[src/rtl/trap_ctrl.sv]
// rtl/trap_ctrl.sv - machine-mode trap entry/MRET sequencer owning the CSR write port
module trap_ctrl #(
  parameter int XLEN = 32
) (
  input  logic            clk,
  input  logic            rst,
  input  logic            irq_timer,
  input  logic            irq_ext,
  input  logic [XLEN-1:0] mstatus,
  input  logic [XLEN-1:0] mie,
  input  logic [XLEN-1:0] mtvec,
  input  logic [XLEN-1:0] mepc,
  input  logic            ex_valid,
  input  logic [XLEN-1:0] pc_ex,
  input  logic            is_mret,
  input  logic            pipe_csr_wr,
  input  logic [11:0]     pipe_csr_addr,
  input  logic [XLEN-1:0] pipe_csr_wdata,
  output logic            csr_wr,
  output logic [11:0]     csr_addr,
  output logic [XLEN-1:0] csr_wdata,
  output logic [XLEN-1:0] mip_out,
  output logic            stall,
  output logic            flush,
  output logic            pc_redirect,
  output logic [XLEN-1:0] redirect_pc,
  output logic            trap_taken
);

  localparam logic [2:0] S_IDLE     = 3'd0;
  localparam logic [2:0] S_T_EPC    = 3'd1;
  localparam logic [2:0] S_T_CAUSE  = 3'd2;
  localparam logic [2:0] S_T_STATUS = 3'd3;
  localparam logic [2:0] S_T_REDIR  = 3'd4;
  localparam logic [2:0] S_M_STATUS = 3'd5;
  localparam logic [2:0] S_M_REDIR  = 3'd6;

  logic [2:0]      state, state_nxt;
  logic [XLEN-1:0] lat_pc, lat_status, lat_vec;
  logic            lat_ext;
  logic            ext_hit, pending, take, do_mret;
  logic [XLEN-1:0] trap_cause, entry_status, exit_status, vec_base, trap_target;
  logic            unused_bits;

  assign unused_bits = ^{mie[31:12], mie[10:8], mie[6:0]};

  assign ext_hit = irq_ext & mie[11];
  assign pending = ext_hit | (irq_timer & mie[7]);
  assign take    = (state == S_IDLE) & ex_valid & mstatus[3] & pending;
  assign do_mret = (state == S_IDLE) & ex_valid & is_mret & ~take;

  // lat_vec holds mtvec for a trap and mepc for an MRET; only one is live at a time.
  always_ff @(posedge clk or negedge rst) begin
    if (!rst) begin
      state      <= S_IDLE;
      lat_pc     <= '0;
      lat_status <= '0;
      lat_vec    <= '0;
      lat_ext    <= 1'b0;
    end else begin
      state <= state_nxt;
      if (take) begin
        lat_pc     <= pc_ex;
        lat_ext    <= ext_hit;
        lat_status <= mstatus;
        lat_vec    <= mtvec;
      end else if (do_mret) begin
        lat_status <= mstatus;
        lat_vec    <= mepc;
      end
    end
  end

  assign trap_cause   = lat_ext ? 32'h8000_000B : 32'h8000_0007;
  assign entry_status = {lat_status[31:13], 2'b11, lat_status[10:8], lat_status[3],
                         lat_status[6:4], 1'b0, lat_status[2:0]};
  assign exit_status  = {lat_status[31:8], 1'b1, lat_status[6:4], lat_status[7], lat_status[2:0]};
  assign vec_base     = {lat_vec[31:2], 2'b00};
  assign trap_target  = (lat_vec[1:0] == 2'b01) ? vec_base + {26'b0, trap_cause[3:0], 2'b00}
                                                : vec_base;

  always_comb begin
    state_nxt   = state;
    csr_wr      = 1'b0;
    csr_addr    = '0;
    csr_wdata   = '0;
    stall       = 1'b1;
    flush       = 1'b0;
    pc_redirect = 1'b0;
    redirect_pc = '0;
    trap_taken  = 1'b0;
    mip_out     = {20'b0, irq_ext, 3'b0, irq_timer, 7'b0};
    case (state)
      S_IDLE: begin
        if (take) begin
          flush     = 1'b1;
          state_nxt = S_T_EPC;
        end else if (do_mret) begin
          flush     = 1'b1;
          state_nxt = S_M_STATUS;
        end else begin
          stall     = 1'b0;
          csr_wr    = pipe_csr_wr;
          csr_addr  = pipe_csr_wr ? pipe_csr_addr : 12'h0;
          csr_wdata = pipe_csr_wr ? pipe_csr_wdata : '0;
        end
      end
      S_T_EPC: begin
        csr_wr    = 1'b1;
        csr_addr  = 12'h341;
        csr_wdata = lat_pc;
        state_nxt = S_T_CAUSE;
      end
      S_T_CAUSE: begin
        csr_wr    = 1'b1;
        csr_addr  = 12'h342;
        csr_wdata = trap_cause;
        state_nxt = S_T_STATUS;
      end
      S_T_STATUS: begin
        csr_wr    = 1'b1;
        csr_addr  = 12'h300;
        csr_wdata = entry_status;
        state_nxt = S_T_REDIR;
      end
      S_T_REDIR: begin
        pc_redirect = 1'b1;
        redirect_pc = trap_target;
        trap_taken  = 1'b1;
        state_nxt   = S_IDLE;
      end
      S_M_STATUS: begin
        csr_wr    = 1'b1;
        csr_addr  = 12'h300;
        csr_wdata = exit_status;
        state_nxt = S_M_REDIR;
      end
      S_M_REDIR: begin
        pc_redirect = 1'b1;
        redirect_pc = lat_vec;
        state_nxt   = S_IDLE;
      end
      default: state_nxt = S_IDLE;
    endcase
    // Reset forces every output low at once, even mid-sequence.
    if (!rst) begin
      csr_wr      = 1'b0;
      csr_addr    = '0;
      csr_wdata   = '0;
      stall       = 1'b0;
      flush       = 1'b0;
      pc_redirect = 1'b0;
      redirect_pc = '0;
      trap_taken  = 1'b0;
      mip_out     = '0;
    end
  end

endmodule

[config.mk]
export PLATFORM = sky130hd
export DESIGN_NAME = trap_ctrl
export DESIGN_NICKNAME = d
export VERILOG_FILES = /design/src/rtl/trap_ctrl.sv
export SDC_FILE = /design/constraint.sdc
export NUM_CORES = 1
export LEC_CHECK = 0
export CORE_MARGIN = 3
export CORE_UTILIZATION = 37
export DETAILED_ROUTE_END_ITERATION = 8
export GPL_TIMING_DRIVEN = 0
export PLACE_DENSITY = 0.86
export SLEW_MARGIN = 0
export SYNTH_ARGS = -nofsm -noshare
export SYNTH_HDL_FRONTEND = slang
export SYNTH_SLANG_ARGS = --single-unit
[constraint.sdc]
create_clock -name clk -period 2.7 [get_ports clk]
set_clock_uncertainty 0.1 [all_clocks]
set_input_delay 0.27 -clock clk [delete_from_list [all_inputs] [get_ports clk]]
set_output_delay 0.27 -clock clk [all_outputs]
set_load 0.02 [all_outputs]
# ---- Word-level counts from Yosys, hierarchy flattened
# Index checks and enable logic that the tools add are counted.
dict set report totals {
  regBits 100
  mem_count 0
  wordCells 64
  input_bits 211
  latch_bits 0
  mem_bits_rw 0
  output_inout_bits 113
  rom_bits 0
}
dict set report classes {
  n_addsub 1
  mul 0
  n_eq_ne 8
  shifts 0
  reduce_logical 5
  bitwise_logic 9
  div_mod_pow 0
  mux 36
  magnitude_cmp 0
}
# cell count
set ops {}
lappend ops {{$mux 32} 10}
lappend ops {{$pmux 32 s5} 1}
lappend ops {{$pmux 32 s2} 1}
lappend ops {{$mux 12} 5}
lappend ops {{$pmux 12 s4} 1}
lappend ops {{$add 32x6->32} 1}
lappend ops {{$pmux 3 s5} 1}
lappend ops {{$mux 1} 13}
lappend ops {{$eq 3x3->1 const B} 3}
lappend ops {{$and 1x1->1} 7}
lappend ops {{$eq 3x2->1 const B} 2}
lappend ops {{$mux 3} 2}
lappend ops {{$mux 4} 1}
lappend ops {{$reduce_or 2->1} 2}
lappend ops {{$reduce_or 4->1} 1}
lappend ops {{$eq 3x1->1 const B} 1}
lappend ops {{$logic_not 3->1} 1}
lappend ops {{$ne 3x3->1 const B} 1}
lappend ops {{$eq 2x1->1 const B} 1}
lappend ops {{$pmux 1 s2} 1}
lappend ops {{$reduce_bool 2->1} 1}
lappend ops {{$not 1->1} 1}
lappend ops {{$or 1x1->1} 1}

# ---- Logic depth before layout (Yosys ltp)
# Gate-level depths: netlist (run 1).
dict set report depth {
  depth_word 10
  mapped_depth 8
  mapped_depth_nobuf 6
}

# ---- Worst setup path after synthesis (run 1)
# OpenSTA, ideal clock, no wires.
dict set report synth_timing {
  path_type {reg-to-output}
  start {reg state[1]}
  end {out redirect_pc[22]}
  t_arrival_ps 2527
  path_buffers 3
  required_ps 2330
  path_slack_ps -197
  path_stages_with_launch 8
  cell_sequence {dfrtp_1 > buf_6 > or3b_1 > buf_2 > or4_4 > buf_6 > or4_1 > a21oi_1}
}
dict set report synth_via {
  elab_chain_len 3
  word_cells_on_any_way 4
  cone_classes {eq/ne (2); mux (2)}
}
# element line
set synth_lines {}
lappend synth_lines {{start, declared} 38} ;# logic [2:0] state, state_nxt;
lappend synth_lines {{start signal, assigned} 61} ;# state <= state_nxt;
lappend synth_lines {{$eq 3x3->1} 93} ;# case (state)
lappend synth_lines {{$pmux 32 s2 *} 93}
lappend synth_lines {{$mux 32 *} 146} ;# if (!rst) begin
lappend synth_lines {{end, declared} 26} ;# output logic [XLEN-1:0] redirect_pc,
# Mark *: on every way between the ends. The rest lies on a longest branch, timed or not.

# ---- Worst setup path after layout (run 1)
dict set report layout_timing {
  start {reg state[1]}
  end {out redirect_pc[17]}
}
# Same word-level chain as after synthesis.

==> out/qor.tcl, run 1 <==
set qor(fraction_of_the_mapped_netlist_area_in_compound_gates_pct) 17.7
set qor(slowest_stage) {or4_4}
set qor(fmax_mhz) 323
set qor(global_route.usage.total_pct) 27.2
set qor(hpwlAfterDp_mm) 18.3
set qor(cts.reportedPaths.clkPinSlew_ps) 80
set qor(nets) 1295
set qor(peak_ir_drop_on_the_vdd_network_v) 0.000954
set qor(syn_avg_cell_area_um2) 8.70
set qor(power.share.switching_pct) 44.2
set qor(busiest_layer) {met2}
set qor(count_of_unique_library_cells_instantiated_by_yosys) 52
set qor(report.final.slew_viol_count) 0
set qor(p_leak_uw) 0.00486
set qor(gr-usage-met1_pct) 32.7
set qor(synth.ff_latch_count) 100
set qor(synth_area_um2) 6220
set qor(detailedPlace.worstSlack_ps) -1950
set qor(root_buffer) {clkbuf_16}
set qor(fin_crit_ps) 3090
set qor(tritoncts.num_buffers) 9
set qor(cts_tree) {yes}
set qor(place_congestion) 0.868
set qor(outcome) {finished with violations}
set qor(ioPinCount) 324
set qor(placement.cell_area_um2) 9410
set qor(rr_endpoint) {lat_status[11]$_DFFE_PN0P_}
set qor(ff_to_ff_setup_slack_ps) 260
set qor(share_of_cell_area_taken_by_muxes_after_synthesis_pct) 11.9
set qor(std_cell_rows) 46
set qor(yosys_warnings) 0
set qor(critical_path_data_required_time_ps) 2330
set qor(layout_worst_path_cycle_share_pct) 114
set qor(violations_in_the_final_reports) {setup timing}
set qor(pwr-share-clk_pct) 12.8
set qor(drc) 0
set qor(first_iteration_detailed_routing_drc_count) 480
set qor(antenna_cells_inserted) 0
set qor(synth_top_family_by_area) {simple AND/OR/NAND/NOR gates}
set qor(timing.critical_path.buf_inv) 2
set qor(worst_slack_ps) -391
set qor(fraction_of_the_mapped_netlist_area_in_adder_cells_pct) 0.603
set qor(vias_cell) 5.48
set qor(die_w_um) 136
set qor(postRouteAntennaNets) 0
set qor(power_density_nw_per_um2) 929
set qor(timing.critical_path.cells) {or3b_4 -> or4_4 -> buf_6 -> or4_4 -> a21oi_4 -> buf_6}
set qor(gr-usage-met3_pct) 5.65
set qor(async_flop_share_pct) 100
set qor(layout_commonest_cell) {clkdlybuf4s50_1}
set qor(p_comb_share_pct) 58.5
set qor(die_h_um) 136
set qor(switchingPower_uw) 4550
set qor(synthXorXnorAreaFrac_pct) 0.281
set qor(synth-edff-count) 0
set qor(post_route_cells_drive_above_1_share_pct) 32.9
set qor(count_of_h_tree_levels_built_during_cts) 3
set qor(hold_class) {in -> async}
set qor(worstSkewPairLatency_ps) 350
set qor(intPower_uw) 5760
set qor(worst-endpoint-arrival_ps) 2720
set qor(clock_tree.buffer_depth) 2
set qor(grt_util_met2_pct) 47.8
set qor(firstDrtPassIters) 7
set qor(setup_viol_count_final) 62
set qor(antenna_violations_before_repair) 0
set qor(max-slew-margin-rel_pct) 29.7
set qor(startpoint_type) {flip-flop}
set qor(slowest_delay_ps) 520
set qor(critPathKind) {reg -> out}
set qor(clock_sink_count) 100
set qor(r2r_cells) 9
set qor(grt_setup_unrepaired) {true}
set qor(drv.max_cap_violation_count) 0
set qor(grt_pass1_vias) 6968
set qor(timing_hold_violations_final) 0
set qor(rr_startpoint) {state[1]$_DFFE_PN0P_}
set qor(routed_wirelength_mm) 27.0
set qor(grt_overflow_total) 0
set qor(area_overhead_of_the_layout_relative_to_synthesis_pct) 78.3
set qor(worst_slew_pin_slew_ps) 1050
set qor(seq_area_frac_synth_pct) 40.2
set qor(share_seq_of_total_power_pct) 28.7
set qor(fillers) 1202
set qor(final_core_utilization_pct) 68.6
set qor(core_region_area_um2) 16200
set qor(worst_path_top_cell_family_by_delay) {simple AND/OR/NAND/NOR gates}
set qor(crit_path_end_kind) {output pin}
set qor(detailroute.via_count) 7139
set qor(starting_density_pct) 38.5
set qor(global_route_wire_length_before_repair_mm) 38.7
set qor(post_synth_and_or_nand_nor_area_fraction_pct) 21.1
set qor(critPathMaxFanout) 4
set qor(synthCells) 715
set qor(die-area_um2) 18400
set qor(port_buffers) 262
set qor(layout.cell_area.non_filler_um2) 11100
set qor(detail_route.wl_per_cell_um) 20.8
set qor(grt_max_degree) 27
set qor(highest_count_cells_in_the_layout_ignoring_fill_and_taps) {clkdlybuf4s50_1 (182), nand2_1 (123), buf_4 (116)}
set qor(ys_dominant_reg_cell) {dfrtp_1}
-- power by group through the flow --
stage	registers [uW]	clock network [uW]	logic, uW
2_1_floorplan	2670	0	2910
3_3_place_gp	2840	0	4390
3_5_place_dp	2880	0	4480
4_1_cts	2880	1340	4880
5_1_grt	3040	1380	6390
6_report	2960	1320	6030
-- worst max path at each step --
stage	from	to	slack (ps)	cells past startpoint
after detailed placement	rst	csr_wdata[9]	-1950	8
after floorplan	state[1]$_DFFE_PN0P_	redirect_pc[12]	20	7
final	state[1]$_DFFE_PN0P_	redirect_pc[17]	-390	6
after global routing	state[1]$_DFFE_PN0P_	redirect_pc[23]	-440	7
after CTS	state[1]$_DFFE_PN0P_	redirect_pc[22]	-620	8
after global placement	rst	csr_wdata[22]	-4940	7
-- synth_stat cells (5+ instances only) --
cell type / instances / area (um2)
o21ai_0: 5 / 25.0
mux2i_1: 37 / 370
nand2b_1: 16 / 100
nor4_1: 7 / 43.8
nand4_1: 5 / 31.3
mux2_2: 33 / 372
clkbuf_1: 43 / 161
o31ai_1: 12 / 90.1
buf_2: 8 / 40.0
dfrtp_1: 100 / 2500
inv_1: 11 / 41.3
nor2_1: 42 / 158
o2bb2ai_1: 24 / 210
and3_1: 14 / 87.6
a22oi_1: 24 / 180
nand3_1: 20 / 100
nand2_1: 126 / 473
and2_1: 12 / 75.1
nor3_1: 6 / 30.0
a21oi_1: 67 / 335
or4_1: 12 / 90.1
buf_4: 30 / 225
-- kinds of logic after synthesis --
family | Yosys count
buffers and inverters | 97
adders and majority gates | 3
DFF | 100
other | 1
AOI/OAI and AO/OA | 165
muxes | 70
xor gates and xnor gates | 2
and+or+nand+nor | 277
-- tightest hold or removal path, delay by kind of cell --
family	cells	cell delay, ps
buffers and inverters	5	560
-- through the flow --
stage | cells | hold slack, ps | power, uW | setup TNS, ps
after floorplan | 744 | -126 | 5580 | 0
after global placement | 1222 | 359 | 7230 | -665450
after detailed placement | 1223 | 257 | 7360 | -152590
after CTS | 1270 | 29.3 | 9110 | -24090
after global routing | 1302 | 42.0 | 10800 | -14720
final | 1302 | 40.3 | 10300 | -10620
-- cell type report --
type	instances	area, um2	share of cell area [%]
tap	216	270	2.44
sequential	100	2500	22.6
buffer	78	584	5.27
clock inverter	7	71.3	0.643
timing repair buffer	334	3360	30.3
clock buffer	9	225	2.03
multi-input combinational	547	4030	36.3
inverter	11	41.3	0.372
-- routing by layer --
metal  share of wire [%]  wire (um)
met3                 9.5       2580
met4                 3.7        988
met5                   0          0
met2                  49      13300
met1                  37      10100
-- sequential cells by signal, indices dropped and copies added (netlist names) --
signal and count:
lat_pc 32, lat_status 32, lat_vec 32, state 3, lat_ext 1
-- what timing repair did --
action / 4_1_cts / 5_1_grt
hold buffers: 7 / 0
pin swaps: 35 / 26
buffers inserted: 24 / 34
endpoints found under the setup margin: 165 / 78
resized for setup: 283 / 312
cloned: 4 / 2
endpoints found under the hold margin: 75 / 0
(Power assumes the default switching activity.)
==> run 2, diff against run 1 <==
--- a/config.mk
+++ b/config.mk
@@ -9,7 +9,7 @@
 export CORE_UTILIZATION = 37
 export DETAILED_ROUTE_END_ITERATION = 8
 export GPL_TIMING_DRIVEN = 0
-export PLACE_DENSITY = 0.86
+export PLACE_DENSITY = 0.79
 export SLEW_MARGIN = 0
 export SYNTH_ARGS = -nofsm -noshare
 export SYNTH_HDL_FRONTEND = slang
==> out/qor.tcl, run 2 (same netlist as run 1, synthesis figures left out) <==
set qor(total_power_uw) 9230
set qor(drv.max_cap_violation_count) 0
set qor(die_w_um) 136
set qor(max-slew-margin-rel_pct) 48.8
set qor(cts_tree) {yes}
set qor(hold_class) {in -> reg}
set qor(outcome) {finished with violations}
set qor(tritoncts.num_buffers) 9
set qor(ff_to_ff_setup_slack_ps) 170
set qor(report.final.slew_viol_count) 0
set qor(power_density_nw_per_um2) 892
set qor(clock_tree.buffer_depth) 2
set qor(slowest_stage) {or4_4}
set qor(peak_ir_drop_on_the_vdd_network_v) 0.000491
set qor(place_congestion) 0.896
set qor(nets) 1251
set qor(p_leak_uw) 0.00463
set qor(switchingPower_uw) 4100
set qor(fmax_mhz) 312
set qor(die-area_um2) 18400
set qor(starting_density_pct) 38.5
set qor(ioPinCount) 324
set qor(root_buffer) {clkbuf_16}
set qor(setup_viol_count_final) 73
set qor(grt_max_degree) 55
set qor(routed_wirelength_mm) 24.7
set qor(hpwlAfterDp_mm) 18.1
set qor(count_of_h_tree_levels_built_during_cts) 3
set qor(detailroute.via_count) 6739
set qor(detailedPlace.worstSlack_ps) -1740
set qor(grt_overflow_total) 0
set qor(antenna_cells_inserted) 0
set qor(std_cell_rows) 46
set qor(placement.cell_area_um2) 9410
set qor(die_h_um) 136
set qor(worst_path_top_cell_family_by_delay) {simple AND/OR/NAND/NOR gates}
set qor(layout_worst_path_cycle_share_pct) 119
set qor(pwr-share-clk_pct) 14.4
set qor(clock_sink_count) 100
set qor(power.share.switching_pct) 44.4
set qor(worst_slew_pin_slew_ps) 766
set qor(share_seq_of_total_power_pct) 31.4
set qor(intPower_uw) 5130
set qor(area_overhead_of_the_layout_relative_to_synthesis_pct) 66.2
set qor(fillers) 1343
set qor(detail_route.wl_per_cell_um) 19.6
set qor(critPathKind) {reg -> out}
set qor(critical_path_data_required_time_ps) 2330
set qor(crit_path_end_kind) {output pin}
set qor(highest_count_cells_in_the_layout_ignoring_fill_and_taps) {clkdlybuf4s50_1 (188), nand2_1 (122), dfrtp_1 (100)}
set qor(drc) 0
set qor(hold-worst-slack_ps) 326
set qor(timing.critical_path.buf_inv) 3
set qor(grt_pass1_vias) 6788
set qor(first_iteration_detailed_routing_drc_count) 427
set qor(layout.cell_area.non_filler_um2) 10300
set qor(layout_top_registers) {lat_pc x32, lat_status x32, lat_vec x32}
set qor(firstDrtPassIters) 5
set qor(global_route.usage.total_pct) 26.0
set qor(startpoint_type) {flip-flop}
set qor(layout_commonest_cell) {clkdlybuf4s50_1}
set qor(grt_setup_unrepaired) {true}
set qor(global_route_wire_length_before_repair_mm) 36.8
set qor(worstSkewPairLatency_ps) 350
set qor(worst-endpoint-arrival_ps) 2830
set qor(postRouteAntennaNets) 0
set qor(core_region_area_um2) 16200
set qor(timing_hold_violations_final) 0
set qor(antenna_violations_before_repair) 0
set qor(fin_crit_ps) 3200
set qor(post_route_cells_drive_above_1_share_pct) 22.3
set qor(p_comb_share_pct) 54.2
set qor(vias_cell) 5.36
set qor(cts.reportedPaths.clkPinSlew_ps) 80
set qor(violations_in_the_final_reports) {setup timing}
set qor(critPathMaxFanout) 6
set qor(worst_slack_ps) -501
set qor(slowest_delay_ps) 620
set qor(timing.critical_path.cells) {buf_6 -> or3b_4 -> or4_4 -> buf_12 -> nor4_4 -> mux2i_2 -> buf_4}
set qor(port_buffers) 262
-- run 2: changes by cell type in the layout (fill, tap and decap cells not counted), sizes merged --
cell           before  now
dlygate4sd2         3   32
dlymetal6s2s        3   11
bufbuf              2    0
clkdlybuf4s50     182  188
dlygate4sd3         3    1
inv                13   15
clkinv              5    3
clkdlybuf4s15       0    5
clkbuf             42   46
buf               186   94
-- run 2: layout make-up --
type	count	area (um2)	share of cell area, %
Clock buffer	9	225	2.18
Tap cell	216	270	2.61
Buffer	79	567	5.48
Multi-Input combinational cell	547	3780	36.6
Inverter	11	43.8	0.423
Clock inverter	7	77.6	0.750
Timing Repair Buffer	289	2880	27.8
Sequential cell	100	2500	24.2
-- run 2: tightest hold or removal path, delay by kind of cell --
family        cells  cell delay, ps
buf+inv           1             390
simple gates      2              90
-- run 2: per-layer routing --
metal  wire length (um)  global-route usage (%)  share of wire [%]
met1               9200                    30.6                 37
met5                  0                       0                  0
met3               2560                    7.99                 10
met4                592                    8.23                2.4
met2              12300                    45.4                 50
-- run 2: through the flow --
step                instances  util, %  TNS, ps
floorplan                 744        -        0
global placement         1222     58.0  -651960
detailed placement       1223     58.2  -127710
CTS                      1252     62.7   -20390
global route             1258     64.0   -22290
finish                   1258     64.0   -15790
-- run 2: repair_timing --
| item | in CTS | in global routing |
|---|---|---|
| gates cloned | 1 | 0 |
| pin swaps | 17 | 16 |
| endpoints found under the hold margin | 54 | 0 |
| endpoints found under the setup margin | 164 | 87 |
| buffers inserted | 16 | 7 |
| hold buffers | 2 | 0 |
| resized for setup | 269 | 46 |
-- run 2: power groups by stage --
stage / sequential (uW) / clock (uW) / combinational [uW]
4_1_cts: 2860 / 1360 / 4810
6_report: 2900 / 1330 / 5010
5_1_grt: 2990 / 1410 / 5370
3_5_place_dp: 2860 / 0 / 4430
2_1_floorplan: 2670 / 0 / 2910
3_3_place_gp: 2830 / 0 / 4350
-- run 2: worst paths after layout --
check / depth (start not counted) / endpoint / start
worst max-delay path: 7 / redirect_pc[29] / state[1]$_DFFE_PN0P_
worst min-delay path: 3 / lat_pc[17]$_DFFE_PN0P_ / pc_ex[17]
max in group asynchronous: 4 / lat_pc[28]$_DFFE_PN0P_ / rst
worst max register to register: 8 / lat_status[18]$_DFFE_PN0P_ / state[0]$_DFFE_PN0P_
worst min register to register: 2 / lat_pc[2]$_DFFE_PN0P_ / lat_pc[2]$_DFFE_PN0P_
min in group asynchronous: 3 / lat_pc[6]$_DFFE_PN0P_ / rst
==> run 3, diff against run 2 <==
--- a/config.mk
+++ b/config.mk
@@ -5,8 +5,11 @@
 export SDC_FILE = /design/constraint.sdc
 export NUM_CORES = 1
 export LEC_CHECK = 0
+export CAP_MARGIN = 30
+export CORE_ASPECT_RATIO = 0.8
 export CORE_MARGIN = 3
 export CORE_UTILIZATION = 37
+export CTS_CLUSTER_DIAMETER = 40
 export DETAILED_ROUTE_END_ITERATION = 8
 export GPL_TIMING_DRIVEN = 0
 export PLACE_DENSITY = 0.79
==> out/qor.tcl, run 3 (same netlist as run 1, synthesis figures left out) <==
set qor(post_route_cells_drive_above_1_share_pct) 31.1
set qor(grt_overflow_total) 0
set qor(tritoncts.num_buffers) 9
set qor(root_buffer) {clkbuf_16}
set qor(layout_worst_path_cycle_share_pct) 120
set qor(clock_tree.buffer_depth) 2
set qor(ioPinCount) 324
set qor(count_of_h_tree_levels_built_during_cts) 3
set qor(grt_pass1_vias) 6530
set qor(critPathMaxFanout) 7
set qor(std_cell_rows) 41
set qor(layout.cell_area.non_filler_um2) 10900
set qor(grt_max_degree) 62
set qor(cts.reportedPaths.clkPinSlew_ps) 80
set qor(area_overhead_of_the_layout_relative_to_synthesis_pct) 74.7
set qor(cts_tree) {yes}
set qor(fmax_mhz) 310
set qor(p_comb_share_pct) 56.4
set qor(violations_in_the_final_reports) {setup timing}
set qor(first_iteration_detailed_routing_drc_count) 440
set qor(highest_count_cells_in_the_layout_ignoring_fill_and_taps) {clkdlybuf4s50_1 (188), nand2_1 (123), dfrtp_1 (98)}
set qor(drc) 0
set qor(setup_viol_count_final) 65
set qor(grt_setup_unrepaired) {true}
set qor(place_congestion) 0.908
set qor(starting_density_pct) 38.6
set qor(intPower_uw) 5400
set qor(fillers) 1294
set qor(worstSkewPairLatency_ps) 350
set qor(layout_top_registers) {lat_pc x32, lat_status x32, lat_vec x32}
set qor(drv.max_cap_violation_count) 0
set qor(share_seq_of_total_power_pct) 30.0
set qor(pwr-share-clk_pct) 13.6
set qor(power_density_nw_per_um2) 892
set qor(nets) 1270
set qor(peak_ir_drop_on_the_vdd_network_v) 0.000435
set qor(critical_path_data_required_time_ps) 2330
set qor(total_power_uw) 9710
set qor(placement.cell_area_um2) 9420
set qor(report.final.slew_viol_count) 0
set qor(postRouteAntennaNets) 0
set qor(hold_class) {in -> reg}
set qor(core_region_area_um2) 16100
set qor(die-area_um2) 18400
set qor(timing_hold_violations_final) 0
set qor(power.share.switching_pct) 44.4
set qor(critPathKind) {reg -> out}
set qor(worst_slack_ps) -529
set qor(die_h_um) 122
set qor(worst_slew_pin_slew_ps) 835
set qor(vias_cell) 5.34
set qor(place_inst) 1223
set qor(hpwlAfterDp_mm) 17.7
set qor(clock_sink_count) 100
set qor(max-slew-margin-rel_pct) 44.2
set qor(antenna_violations_before_repair) 0
set qor(fin_crit_ps) 3230
set qor(p_leak_uw) 0.00466
set qor(antenna_cells_inserted) 0
set qor(startpoint_type) {flip-flop}
set qor(global_route.usage.total_pct) 25.5
set qor(detail_route.wl_per_cell_um) 19.6
set qor(global_route_wire_length_before_repair_mm) 36.4
set qor(die_w_um) 151
set qor(port_buffers) 262
set qor(detailroute.via_count) 6810
set qor(outcome) {finished with violations}
set qor(worst-endpoint-arrival_ps) 2860
set qor(finalNonFillerCells) 1276
set qor(routed_wirelength_mm) 25.0
set qor(crit_path_end_kind) {output pin}
set qor(layout_commonest_cell) {clkdlybuf4s50_1}
set qor(switchingPower_uw) 4300
set qor(firstDrtPassIters) 5
==> run 3: cell count changes in the layout (fill, tap and decap cells not counted), sizes merged <==
cell,delta
buf,+68
dlygate4sd2,-30
dlymetal6s2s,-10
clkdlybuf4s15,-5
clkbuf,-4
clkinv,+2
inv,-2
==> run 3: path summary, 6_finish.rpt <==
kind                                        from                          to  slack [ps]  depth (start not counted)
setup / recovery            state[1]$_DFFE_PN0P_             redirect_pc[22]        -530                          6
hold / removal                         pc_ex[20]      lat_pc[20]$_DFFE_PN0P_         340                          3
setup reg to reg            state[1]$_DFFE_PN0P_   lat_status[9]$_DFFE_PN0P_         110                         11
hold reg to reg            lat_pc[2]$_DFFE_PN0P_       lat_pc[2]$_DFFE_PN0P_         380                          2
max in group asynchronous                    rst  lat_status[14]$_DFFE_PN0P_        1660                          3
min in group asynchronous                    rst     lat_vec[12]$_DFFE_PN0P_         510                          3
==> run 3: worst max-delay path, stage by stage, from the launching register on <==
cell	delay, ps
dfrtp_2	440
or3b_4	400
or4_4	660
buf_12	190
or4_4	520
a21oi_4	160
buf_6	140
==> run 3: final cells by class <==
| type | count | area, um2 | area share [%] |
|---|---|---|---|
| Buffer | 77 | 567 | 5.21 |
| Clock buffer | 9 | 225 | 2.07 |
| Clock inverter | 7 | 81.3 | 0.748 |
| Inverter | 11 | 43.8 | 0.403 |
| Multi-Input combinational cell | 547 | 4050 | 37.3 |
| Sequential cell | 100 | 2500 | 23.0 |
| Tap cell | 215 | 269 | 2.47 |
| Timing Repair Buffer | 310 | 3130 | 28.8 |
==> run 3: timing repair <==
| action | CTS | global route |
|---|---|---|
| cloned | 2 | 2 |
| hold buffers | 2 | 0 |
| endpoints found under the hold margin | 39 | 0 |
| gates resized for setup | 390 | 203 |
| pin swaps | 14 | 32 |
| endpoints found under the setup margin | 162 | 78 |
| setup buffers | 18 | 23 |
==> run 3: power groups by stage <==
| stage | Sequential, uW | Clock, uW | Combinational, uW |
|---|---|---|---|
| 6_report | 2910 | 1320 | 5470 |
| 5_1_grt | 3010 | 1410 | 5880 |
| 4_1_cts | 2860 | 1350 | 4820 |
| 3_5_place_dp | 2850 | 0 | 4450 |
| 3_3_place_gp | 2830 | 0 | 4360 |
| 2_1_floorplan | 2670 | 0 | 2910 |
==> run 3: metal layers <==
| layer | wire length [um] | part of all wire [%] | track usage [%] | vias to the layer above |
|---|---|---|---|---|
| li1 | - | - | - | 3172 |
| met1 | 10700 | 43 | 35.2 | 3291 |
| met2 | 11700 | 47 | 40.6 | 309 |
| met3 | 2120 | 8.5 | 6.17 | 38 |
| met4 | 504 | 2.0 | 5.95 | 0 |
| met5 | 0 | 0 | 0 | - |
==> run 3: per-stage QoR <==
stage / setup WS [ps] / TNS, ps / hold WS (ps) / utilization [%]
2_1_floorplan: 22.1 / 0 / -126 / -
3_3_place_gp: -4880 / -668620 / 358 / 58.3
3_5_place_dp: -1590 / -114360 / 193 / 58.5
4_1_cts: -518 / -12690 / 327 / 63.2
5_1_grt: -589 / -16480 / 340 / 67.5
6_report: -529 / -11490 / 342 / 67.5
